==> src/rtl/seg7_pkg.sv <==
// Shared constants and types for the seven-segment capture block.
// Patterns are active-low, ordered {g,f,e,d,c,b,a}.
package seg7_pkg;

    localparam int unsigned NUM_DIGITS = 4;
    localparam int unsigned SEG_W      = 7;
    localparam int unsigned CODE_W     = 4;

    localparam logic [SEG_W-1:0] SEG7_0     = 7'b1000000;
    localparam logic [SEG_W-1:0] SEG7_1     = 7'b1111001;
    localparam logic [SEG_W-1:0] SEG7_2     = 7'b0100100;
    localparam logic [SEG_W-1:0] SEG7_3     = 7'b0110000;
    localparam logic [SEG_W-1:0] SEG7_4     = 7'b0011001;
    localparam logic [SEG_W-1:0] SEG7_5     = 7'b0010010;
    localparam logic [SEG_W-1:0] SEG7_6     = 7'b0000010;
    localparam logic [SEG_W-1:0] SEG7_7     = 7'b1111000;
    localparam logic [SEG_W-1:0] SEG7_8     = 7'b0000000;
    localparam logic [SEG_W-1:0] SEG7_9     = 7'b0010000;
    localparam logic [SEG_W-1:0] SEG7_A     = 7'b0001000;
    localparam logic [SEG_W-1:0] SEG7_B     = 7'b0000011;
    localparam logic [SEG_W-1:0] SEG7_C     = 7'b1000110;
    localparam logic [SEG_W-1:0] SEG7_D     = 7'b0100001;
    localparam logic [SEG_W-1:0] SEG7_E     = 7'b0000110;
    localparam logic [SEG_W-1:0] SEG7_F     = 7'b0001110;
    localparam logic [SEG_W-1:0] SEG7_BLANK = 7'h7F;

    localparam logic [CODE_W-1:0] SEG7_ERR_CODE = 4'hF;

    typedef enum logic [1:0] {
        ST_IDLE     = 2'd0,
        ST_SETTLING = 2'd1,
        ST_HELD     = 2'd2
    } cap_state_e;

    // One synchronized sample of the display bus.
    typedef struct packed {
        logic [NUM_DIGITS-1:0] an;
        logic [SEG_W-1:0]      seg;
    } bus_sample_t;

    function automatic logic is_onehot(input logic [NUM_DIGITS-1:0] v);
        return (v != 4'h0) && ((v & (v - 4'h1)) == 4'h0);
    endfunction

    function automatic logic [1:0] onehot_to_idx(input logic [NUM_DIGITS-1:0] v);
        logic [1:0] idx;
        idx = 2'd0;
        if (v[1]) idx = 2'd1;
        if (v[2]) idx = 2'd2;
        if (v[3]) idx = 2'd3;
        return idx;
    endfunction

endpackage

==> src/rtl/seg7_pattern_decode.sv <==
// Combinational segment-pattern to hex-code decoder.
// SEG7_CAPTURE_HEX_EN adds recognition of the A..F glyphs.
module seg7_pattern_decode
    import seg7_pkg::*;
(
    input  logic [SEG_W-1:0]  i_pattern,
    output logic [CODE_W-1:0] o_code_c,
    output logic              o_valid_c
);

`ifdef SEG7_CAPTURE_HEX_EN
    localparam bit HEX_EN = 1'b1;
`else
    localparam bit HEX_EN = 1'b0;
`endif

    // Hex glyphs decode to themselves only when enabled, else to the error code.
    always_comb begin
        o_code_c  = SEG7_ERR_CODE;
        o_valid_c = 1'b0;
        case (i_pattern)
            SEG7_0: begin o_code_c = 4'h0; o_valid_c = 1'b1; end
            SEG7_1: begin o_code_c = 4'h1; o_valid_c = 1'b1; end
            SEG7_2: begin o_code_c = 4'h2; o_valid_c = 1'b1; end
            SEG7_3: begin o_code_c = 4'h3; o_valid_c = 1'b1; end
            SEG7_4: begin o_code_c = 4'h4; o_valid_c = 1'b1; end
            SEG7_5: begin o_code_c = 4'h5; o_valid_c = 1'b1; end
            SEG7_6: begin o_code_c = 4'h6; o_valid_c = 1'b1; end
            SEG7_7: begin o_code_c = 4'h7; o_valid_c = 1'b1; end
            SEG7_8: begin o_code_c = 4'h8; o_valid_c = 1'b1; end
            SEG7_9: begin o_code_c = 4'h9; o_valid_c = 1'b1; end
            SEG7_A: begin o_code_c = HEX_EN ? 4'hA : SEG7_ERR_CODE; o_valid_c = HEX_EN; end
            SEG7_B: begin o_code_c = HEX_EN ? 4'hB : SEG7_ERR_CODE; o_valid_c = HEX_EN; end
            SEG7_C: begin o_code_c = HEX_EN ? 4'hC : SEG7_ERR_CODE; o_valid_c = HEX_EN; end
            SEG7_D: begin o_code_c = HEX_EN ? 4'hD : SEG7_ERR_CODE; o_valid_c = HEX_EN; end
            SEG7_E: begin o_code_c = HEX_EN ? 4'hE : SEG7_ERR_CODE; o_valid_c = HEX_EN; end
            SEG7_F: begin o_code_c = SEG7_ERR_CODE;               o_valid_c = HEX_EN; end
            default: ;
        endcase
    end

endmodule

==> src/rtl/seven_segment_capture.sv <==
// Recovers the four digits shown on a multiplexed seven-segment bus.
// Hex glyph recognition is controlled by SEG7_CAPTURE_HEX_EN in the decoder.
module seven_segment_capture
    import seg7_pkg::*;
#(
    parameter int unsigned SETTLE_CYCLES  = 16,
    parameter int unsigned TIMEOUT_CYCLES = 100000
) (
    input  logic                       clk,
    input  logic                       rst_n,
    input  logic [SEG_W-1:0]           seg_in,
    input  logic [NUM_DIGITS-1:0]      an_in,
    output logic [NUM_DIGITS*4-1:0]    digits,
    output logic [NUM_DIGITS-1:0]      digit_err,
    output logic                       frame_valid,
    output logic                       stale
);

    localparam int unsigned SETTLE_W = (SETTLE_CYCLES > 1) ? $clog2(SETTLE_CYCLES) : 1;
    localparam int unsigned STALE_W  = $clog2(TIMEOUT_CYCLES + 1);
    localparam logic [SETTLE_W-1:0] SETTLE_LAST = SETTLE_W'(SETTLE_CYCLES - 1);
    localparam logic [STALE_W-1:0]  STALE_MAX   = STALE_W'(TIMEOUT_CYCLES);

    logic [SEG_W-1:0]          r_seg_s1, r_seg_s2;
    logic [NUM_DIGITS-1:0]     r_an_s1, r_an_s2;
    bus_sample_t               r_hist;
    cap_state_e                r_state;
    logic [SETTLE_W-1:0]       r_settle_cnt;
    logic [NUM_DIGITS*4-1:0]   r_store, r_digits;
    logic [NUM_DIGITS-1:0]     r_err, r_digit_err, r_seen;
    logic                      r_done_pend, r_frame_valid, r_stale;
    logic [STALE_W-1:0]        r_stale_cnt;

    bus_sample_t               w_cur;
    logic                      w_changed, w_onehot, w_capture, w_code_valid;
    logic [1:0]                w_idx;
    logic [CODE_W-1:0]         w_code;
    logic [NUM_DIGITS-1:0]     w_seen_base, w_seen_next;

    assign w_cur       = {r_an_s2, r_seg_s2};
    assign w_changed   = (w_cur != r_hist);
    assign w_onehot    = is_onehot(r_an_s2);
    assign w_idx       = onehot_to_idx(r_an_s2);
    assign w_capture   = (r_state == ST_SETTLING) && !w_changed && (r_settle_cnt == SETTLE_LAST);
    assign w_seen_base = r_done_pend ? 4'h0 : r_seen;
    assign w_seen_next = w_capture ? (w_seen_base | r_an_s2) : w_seen_base;

    seg7_pattern_decode u_decode (
        .i_pattern (r_seg_s2),
        .o_code_c  (w_code),
        .o_valid_c (w_code_valid)
    );

    // Two-flop synchronizer plus one-cycle history for change detection.
    always_ff @(posedge clk or negedge rst_n) begin
        if (!rst_n) begin
            r_seg_s1 <= SEG7_BLANK;
            r_seg_s2 <= SEG7_BLANK;
            r_an_s1  <= '0;
            r_an_s2  <= '0;
            r_hist   <= {4'h0, SEG7_BLANK};
        end else begin
            r_seg_s1 <= seg_in;
            r_seg_s2 <= r_seg_s1;
            r_an_s1  <= an_in;
            r_an_s2  <= r_an_s1;
            r_hist   <= w_cur;
        end
    end

    // Dwell tracker: one capture per stable one-hot dwell.
    always_ff @(posedge clk or negedge rst_n) begin
        if (!rst_n) begin
            r_state      <= ST_IDLE;
            r_settle_cnt <= '0;
        end else begin
            case (r_state)
                ST_IDLE: begin
                    r_settle_cnt <= '0;
                    if (w_onehot) r_state <= ST_SETTLING;
                end
                ST_SETTLING: begin
                    if (w_changed) begin
                        r_settle_cnt <= '0;
                        if (!w_onehot) r_state <= ST_IDLE;
                    end else if (r_settle_cnt == SETTLE_LAST) begin
                        r_settle_cnt <= '0;
                        r_state      <= ST_HELD;
                    end else begin
                        r_settle_cnt <= r_settle_cnt + SETTLE_W'(1);
                    end
                end
                ST_HELD: begin
                    if (w_changed) begin
                        r_settle_cnt <= '0;
                        r_state      <= w_onehot ? ST_SETTLING : ST_IDLE;
                    end
                end
                default: begin
                    r_settle_cnt <= '0;
                    r_state      <= ST_IDLE;
                end
            endcase
        end
    end

    // Per-digit store; a completed frame is published one cycle later.
    always_ff @(posedge clk or negedge rst_n) begin
        if (!rst_n) begin
            r_store       <= '0;
            r_err         <= '0;
            r_seen        <= '0;
            r_done_pend   <= 1'b0;
            r_digits      <= '0;
            r_digit_err   <= '0;
            r_frame_valid <= 1'b0;
        end else begin
            if (w_capture) begin
                r_store[{w_idx, 2'b00} +: 4] <= w_code;
                r_err[w_idx]                 <= ~w_code_valid;
            end
            r_seen        <= w_seen_next;
            r_done_pend   <= w_capture && (w_seen_next == 4'hF);
            r_frame_valid <= r_done_pend;
            if (r_done_pend) begin
                r_digits    <= r_store;
                r_digit_err <= r_err;
            end
        end
    end

    // Saturating cycles-since-capture counter.
    always_ff @(posedge clk or negedge rst_n) begin
        if (!rst_n) begin
            r_stale_cnt <= '0;
            r_stale     <= 1'b0;
        end else if (w_capture) begin
            r_stale_cnt <= '0;
            r_stale     <= 1'b0;
        end else if (r_stale_cnt != STALE_MAX) begin
            r_stale_cnt <= r_stale_cnt + STALE_W'(1);
            r_stale     <= ((r_stale_cnt + STALE_W'(1)) >= STALE_MAX);
        end
    end

    assign digits      = r_digits;
    assign digit_err   = r_digit_err;
    assign frame_valid = r_frame_valid;
    assign stale       = r_stale;

endmodule

==> config.mk <==
export PLATFORM = sky130hd
export DESIGN_NAME = seven_segment_capture
export DESIGN_NICKNAME = d
export VERILOG_FILES = /design/src/rtl/seg7_pkg.sv /design/src/rtl/seg7_pattern_decode.sv /design/src/rtl/seven_segment_capture.sv
export SDC_FILE = /design/constraint.sdc
export NUM_CORES = 1
export LEC_CHECK = 0
export CAP_MARGIN = 20
export CELL_PAD_IN_SITES_DETAIL_PLACEMENT = 1
export CELL_PAD_IN_SITES_GLOBAL_PLACEMENT = 1
export CORE_AREA = 8 8 137 101
export CTS_CLUSTER_SIZE = 16
export DETAILED_ROUTE_END_ITERATION = 6
export DIE_AREA = 0 0 145 109
export PLACE_DENSITY = 0.68
export SLEW_MARGIN = 20
export SYNTH_ARGS = -nofsm -noshare
export SYNTH_HDL_FRONTEND = slang
export SYNTH_SLANG_ARGS = --single-unit
==> constraint.sdc <==
create_clock -name clk -period 2.35 [get_ports clk]
set_input_delay 0.235 -clock clk [delete_from_list [all_inputs] [get_ports clk]]
set_output_delay 0.235 -clock clk [all_outputs]
set_load 0.03 [all_outputs]
### Word level (Yosys, flattened, before mapping)

Index checks and enable logic that the tools add are counted.

| operators by class | value |
|---|---|
| add/subtract/negate cells | 4 |
| $lt $le $gt $ge | 3 |
| equality and inequality tests | 19 |
| shift operators | 2 |
| muxes and demuxes | 26 |
| bitwise gates (word level) | 3 |
| reductions and logical operators | 13 |

Operator list:

| operator | count |
|---|---|
| $pmux W4 S10 | 1 |
| $mux W17 | 2 |
| $eq A7 B5 Y1 const B | 3 |
| $eq A7 B7 Y1 const B | 3 |
| $mux W4 | 5 |
| $add A17 B1 Y17 const B | 1 |
| $ge A17 B17 Y1 const B | 1 |
| $ne A17 B17 Y1 const B | 1 |
| $bwmux W16 | 1 |
| $shift A4 B6 Y16 const A | 1 |
| $shiftx A4 B6 Y16 | 1 |
| $eq A7 B6 Y1 const B | 2 |
| $mux W2 | 7 |
| $ne A11 B11 Y1 | 1 |
| $reduce_or A10 Y1 | 1 |
| $eq A4 B4 Y1 const B | 2 |
| $pmux W4 S2 | 1 |
| $eq A7 B2 Y1 const B | 1 |
| $logic_not A7 Y1 | 1 |
| $mux W1 | 6 |
| $neg A4 Y6 | 1 |
| $pmux W2 S3 | 1 |
| $logic_and A1 B1 Y1 | 5 |
| $add A4 B1 Y4 const B | 1 |
| other kinds (19) | 20 |

| word-level totals | value |
|---|---|
| bits in registers | 103 |
| output and inout bits | 22 |
| word-level logic and storage cells | 87 |

### Longest topological paths before layout

| depth | value |
|---|---|
| depth after elaboration | 8 |
| mapped depth | 8 |
| gate-level depth less buffers | 8 |

### Hierarchy

From an unflattened synthesis, not the netlist that was laid out.

| unflattened totals | value |
|---|---|
| cells, all modules | 400 |
| area total of the unflattened synthesis | 4,509.3 um^2 |

By module, submodules not included:

| module | instances | cells each | area each (um^2) |
|---|---|---|---|
| seven_segment_capture | 1 | 373 | 4,332.9 |
| seg7_pattern_decode | 1 | 27 | 176.4 |

### Worst setup path after synthesis

No wires, ideal clock.

| timing path | value |
|---|---|
| path kind | register -> register |
| start | register r_seg_s2[0] |
| end | register r_err[0] |
| library setup time | 127 ps |
| arrival time | 1,950 ps |
| path slack | 273 ps |
| stages on the path, launching flop included | 8 |
| period minus slack after synthesis | 2,077 ps |
| cells stage by stage | dfstp_2 clkbuf_1 xnor2_1 nand4_1 nor4_4 buf_6 nand2_1 mux2_1 |

| between the ends | value |
|---|---|
| cells in the longest elaborated chain, start to end | 5 |
| elaborated cells on any way between the ends | 18 |
| classes of those cells | eq/ne: 10; mux: 2; bitwise: 1; reduce/logical: 5 |

Ends and longest elaborated chain:

| element | RTL line | text |
|---|---|---|
| start: declaration | seven_segment_capture.sv:24 | `logic [SEG_W-1:0] r_seg_s1, r_seg_s2;` |
| start signal: assignment | seven_segment_capture.sv:64 | `r_seg_s2 <= r_seg_s1;` |
| $eq A7 B7 Y1 (tied with other cells) | seg7_pattern_decode.sv:21 | `case (i_pattern)` |
| $reduce_or A10 Y1 (no source line) | -- |  |
| $mux W1 | seg7_pattern_decode.sv:21 |  |
| $not A1 Y1 | seven_segment_capture.sv:120 | `r_err[w_idx] <= ~w_code_valid;` |
| $bwmux W4 | seven_segment_capture.sv:120 |  |
| end signal: indexed assignment | seven_segment_capture.sv:120 |  |
| end: declaration | seven_segment_capture.sv:30 | `logic [NUM_DIGITS-1:0] r_err, r_digit_err, r_seen;` |

Parallel ways exist; a longest one is shown, timed or not.
A chain may end at the register's enable or synchronous reset.

### Final worst setup path

| timing path | value |
|---|---|
| start | register r_seg_s2[6] |
| end | register r_store[5] |

| between the ends | value |
|---|---|
| cells in the longest elaborated chain, start to end | 4 |
| elaborated cells on any way between the ends | 17 |
| classes of those cells | eq/ne: 10; shift: 1; mux: 2; reduce/logical: 4 |

Ends and longest elaborated chain:

| element | RTL line | text |
|---|---|---|
| $eq A7 B5 Y1 (tied with other cells) | seg7_pattern_decode.sv:21 |  |
| $pmux W4 S10 / $logic_not A1 Y1 (equally long branches) | seg7_pattern_decode.sv:21, seven_segment_capture.sv:44 |  |
| $shiftx A4 B6 Y16 / $logic_and A1 B1 Y1 (equally long branches) | seven_segment_capture.sv:119, seven_segment_capture.sv:44 |  |
| $bwmux W16 / $logic_and A1 B1 Y1 (equally long branches) | seven_segment_capture.sv:119, seven_segment_capture.sv:44 |  |
| end signal: indexed assignment | seven_segment_capture.sv:119 | `r_store[{w_idx, 2'b00} +: 4] <= w_code;` |
| end: declaration | seven_segment_capture.sv:29 | `logic [NUM_DIGITS*4-1:0] r_store, r_digits;` |

Parallel ways exist; a longest one is shown, timed or not.

==> metrics.md <==
| Metric | Value |
|---|---|
| Fin Setup TNS | `0 ns` |
| RSZ-0062 raised after global routing | `false` |
| Gpl congestion | `just under 0.8` |
| Clk sinks | `between 100 and 150` |
| Crit-path cells | `xnor2_1 > nand3_1 > nor4_4 > buf_4 > nand2_2 > o31ai_1` |
| Die Ht | `about 110 um` |
| Routed WL | `10100 um` |
| Clock slew at reported path FFs | `0.07 ns` |
| PortBufs | `34` |
| XOR/XNOR Fraction of Synth Area | `5.41%` |
| Flop-to-flop setup slack | `0.19 ns` |
| Initial Util | `about two fifths` |
| Required time worst endpoint | `2.58 ns` |
| I/O pin total | `35` |
| Compound-Gate Fraction of Synth Area | `8.64%` |
| Clock Path Buffers | `2` |
| Final Hold Vio Count | `0` |
| TritonCTS buffer count | `9` |
| Largest net degree at the start of global routing | `48` |
| Global route total overflow | `0` |
| Worst-margin pin slew | `0.947 ns` |
| Ys Warns | `0` |
| Tcrit/Tclk final | `91.7%` |
| Initial antenna violation count | `0` |
| First-pass DRT Iterations | `4` |
| Cell variety after synth | `56` |
| Slew headroom | `36.9%` |
| Leak pwr | `0.00232 uW` |
| Worst-skew pair later-pin latency | `0.34 ns` |
| Power per cell area | `686 nW/um^2` |
| Cells after Synth | `382` |
| Yosys top cell area share | `a little under half` |
| Max-cap violations | `0` |
| Post-route antenna net violation count | `0` |
| Post-synth EDFFs | `0` |
| Hold EP | `r_seg_s1[0]$_DFF_PN1_` |
| Critical path class | `reg -> reg` |
| Fin crit period | `2.16 ns` |
| Worst Hold Class | `in -> reg` |
| TritonCTS clock tree | `built` |
| Post-synth top area cell | `dfrtp_1` |
| Initial DRC count | `approximately 180` |
| Synth Area in Adders | `2.43%` |
| Synthesis-to-layout area growth | `19.2%` |
| Clock root cell | `clkbuf_16` |
| First-pass GRT wire length | `~17000 um` |
| Setup violators final | `0` |
| Largest family of logic cells by synthesized area | `simple AND/OR/NAND/NOR gates` |
| Clock H-tree levels | `3` |
| DR WL/cell | `approximately 17 um` |
| Final Power | `3710 uW` |
| Layout cells sized above 1 | `about a fifth` |
| Row cnt | `34` |
| Worst flop-to-flop path startpoint | `r_seg_s2[6]$_DFF_PN1_` |
| Sequential area share after synthesis | `57.4%` |
| Synth top cells by count | `dfrtp_1 (82), nand2_1 (31), nor2_1 (31), mux2_2 (23), dfstp_2 (21)` |
| Reg2Reg Depth | `6` |
| Hold Crit Start | `seg_in[0]` |
| Core region area | `11900 sq um` |
| Pins Over Slew Limit | `0` |
| Family with the most delay on the worst path | `simple AND/OR/NAND/NOR gates` |
| Cells taking the most area after synthesis | `dfrtp_1 (45%), dfstp_2 (12%), mux2_2 (5.7%)` |
| Post-route clock skew | `between 0.005 and 0.006 ns` |
| R2r endpoint | `r_store[5]$_DFFE_PN0P_` |
| Synthesized area per cell | `between 10 and 15 sq um` |
| Crit path max-delay cell type | `dfstp_2` |
| Die width | `145 um` |
| Layout Nets | `between 400 and 500` |
| Number of fillers in the final layout | `1242` |
| Outcome | `complete, no violations` |
| Max incr delay on CP | `0.62 ns` |
| Max FO, Critical Path | `14` |
| Synth async-reset ratio | `100%` |
| DR vias | `~3000` |
| Worst setup SP type | `register` |
| Crit end category | `register` |
| Area of the multi-input gates | `1780 sq um` |
| Syn Nets | `~400` |
| Inserted Diodes | `0` |
| Buf/Inv on CP | `1` |
| Worst hold stages | `1` |
| Max rail drop VDD | `0.509 mV` |
| Post-synthesis mux area share | `6.65%` |
| Max Clk Rate | `approximately 460 MHz` |
| Total GRT Usage | `13.8%` |
| Arrival time at the worst endpoint | `2.39 ns` |
| Vias in the first global route | `~3400` |
| Yosys reg bits | `103` |
| Post-Synth Simple-Gate Area | `16.0%` |
| Detailed placement HPWL | `7200 um` |
| Top-count cell post-synth | `dfrtp_1` |
| Main synth FF type | `dfrtp_1` |
| Area of the die | `15800 sq um` |
| DRC | `0` |
| Vias per cell | `5.15` |
| Register Area | `2600 sq um` |
| Post-Syn Area | `4530 sq um` |
-- kinds of logic after synthesis --
logic type / Yosys count
compound gates: 56
xor+xnor: 28
fa+ha+maj: 9
buf+inv: 30
flops: 103
mux: 27
simple gates: 129
-- final cells by class --
type	count	area share, %
sequential	103	48.2
multi-input combinational	249	32.8
timing repair buffer	45	8.06
clock buffer	9	4.17
tap	162	3.75
clock inverter	6	2.18
inverter	12	0.833
-- state kept, by name (all words and copies together), names as in the netlist --
| register | flops |
|---|---|
| digit_err | 4 |
| digits | 16 |
| frame_valid | 1 |
| r_an_s1 | 4 |
| r_an_s2 | 4 |
| r_done_pend | 1 |
| r_err | 4 |
| r_hist | 11 |
| r_seen | 4 |
| r_seg_s1 | 7 |
| r_seg_s2 | 7 |
| r_settle_cnt | 4 |
| r_stale_cnt | 17 |
| r_state | 2 |
| r_store | 16 |
| stale | 1 |
-- worst max path at each step --
stage / start / to / slack, ns / cells past startpoint
final: r_seg_s2[6]$_DFF_PN1_ / r_store[5]$_DFFE_PN0P_ / 0.19 / 6
after global routing: r_seg_s2[3]$_DFF_PN1_ / r_store[5]$_DFFE_PN0P_ / 0.003 / 6
after CTS: r_seg_s2[0]$_DFF_PN1_ / r_store[5]$_DFFE_PN0P_ / 0.14 / 6
after detailed placement: r_seg_s2[0]$_DFF_PN1_ / r_store[5]$_DFFE_PN0P_ / 0.17 / 6
after global placement: r_seg_s2[0]$_DFF_PN1_ / r_err[1]$_DFFE_PN0P_ / 0.25 / 6
after floorplan: r_seg_s2[0]$_DFF_PN1_ / r_err[0]$_DFFE_PN0P_ / 0.27 / 7
-- worst register-to-register path: stages (launching register included) --
cell and delay, ns:
dfstp_2 0.62, xnor2_1 0.15, nand3_1 0.18, nor4_4 0.34, buf_4 0.28, nand2_2 0.17, o31ai_1 0.31
-- layout by cell type (no fill, tap or decap), types with 5 or more instances in the layout --
cell	n
clkbuf_16	9
buf_4	10
xnor2_1	17
nand4_1	8
inv_1	12
nand2_1	31
a21oi_1	12
dfrtp_1	82
nor2b_1	6
clkdlybuf4s50_1	33
o31ai_1	17
nand3_1	8
nand3b_1	5
nor2_1	31
ha_1	8
xor2_1	11
mux2_2	23
dfstp_2	21
or3_1	5
-- per-stage QoR --
step           worst slack, ns  hold slack, ns  std cells  utilization (%)  cell area (sq um)
6_report                 0.195           0.294        586             45.5               5410
4_1_cts                  0.143           0.280        586             45.5               5410
3_3_place_gp             0.251           0.205        570             42.6               5050
5_1_grt                0.00338           0.278        586             45.5               5410
2_1_floorplan            0.273         -0.0606        382                -               4530
3_5_place_dp             0.170           0.205        570             42.6               5050
-- metal layers --
| metal | GRT usage (%) | share of wire [%] | vias up |
|---|---|---|---|
| met4 | 3.59 | 1.1 | 0 |
| met1 | 17.9 | 49 | 1553 |
| met3 | 4.19 | 4.3 | 10 |
| li1 | - | - | 1417 |
| met2 | 22.2 | 46 | 40 |
| met5 | 0 | 0 | - |
-- report_power, final --
part / switching (uW) / total, uW / internal (uW)
registers: 32.0 / 1850 / 1820
logic: 85.7 / 145 / 59.0
clock network: 667 / 1710 / 1040
-- what timing repair did --
item | 4_1_cts | 5_1_grt
hold buffers | 1 | 0
gates resized for setup | 0 | 1
hold endpoints to repair | 24 | 0
setup endpoints to repair | 0 | 1
buffers inserted | 0 | 0
Note: power is estimated with default switching activity, not from simulation.
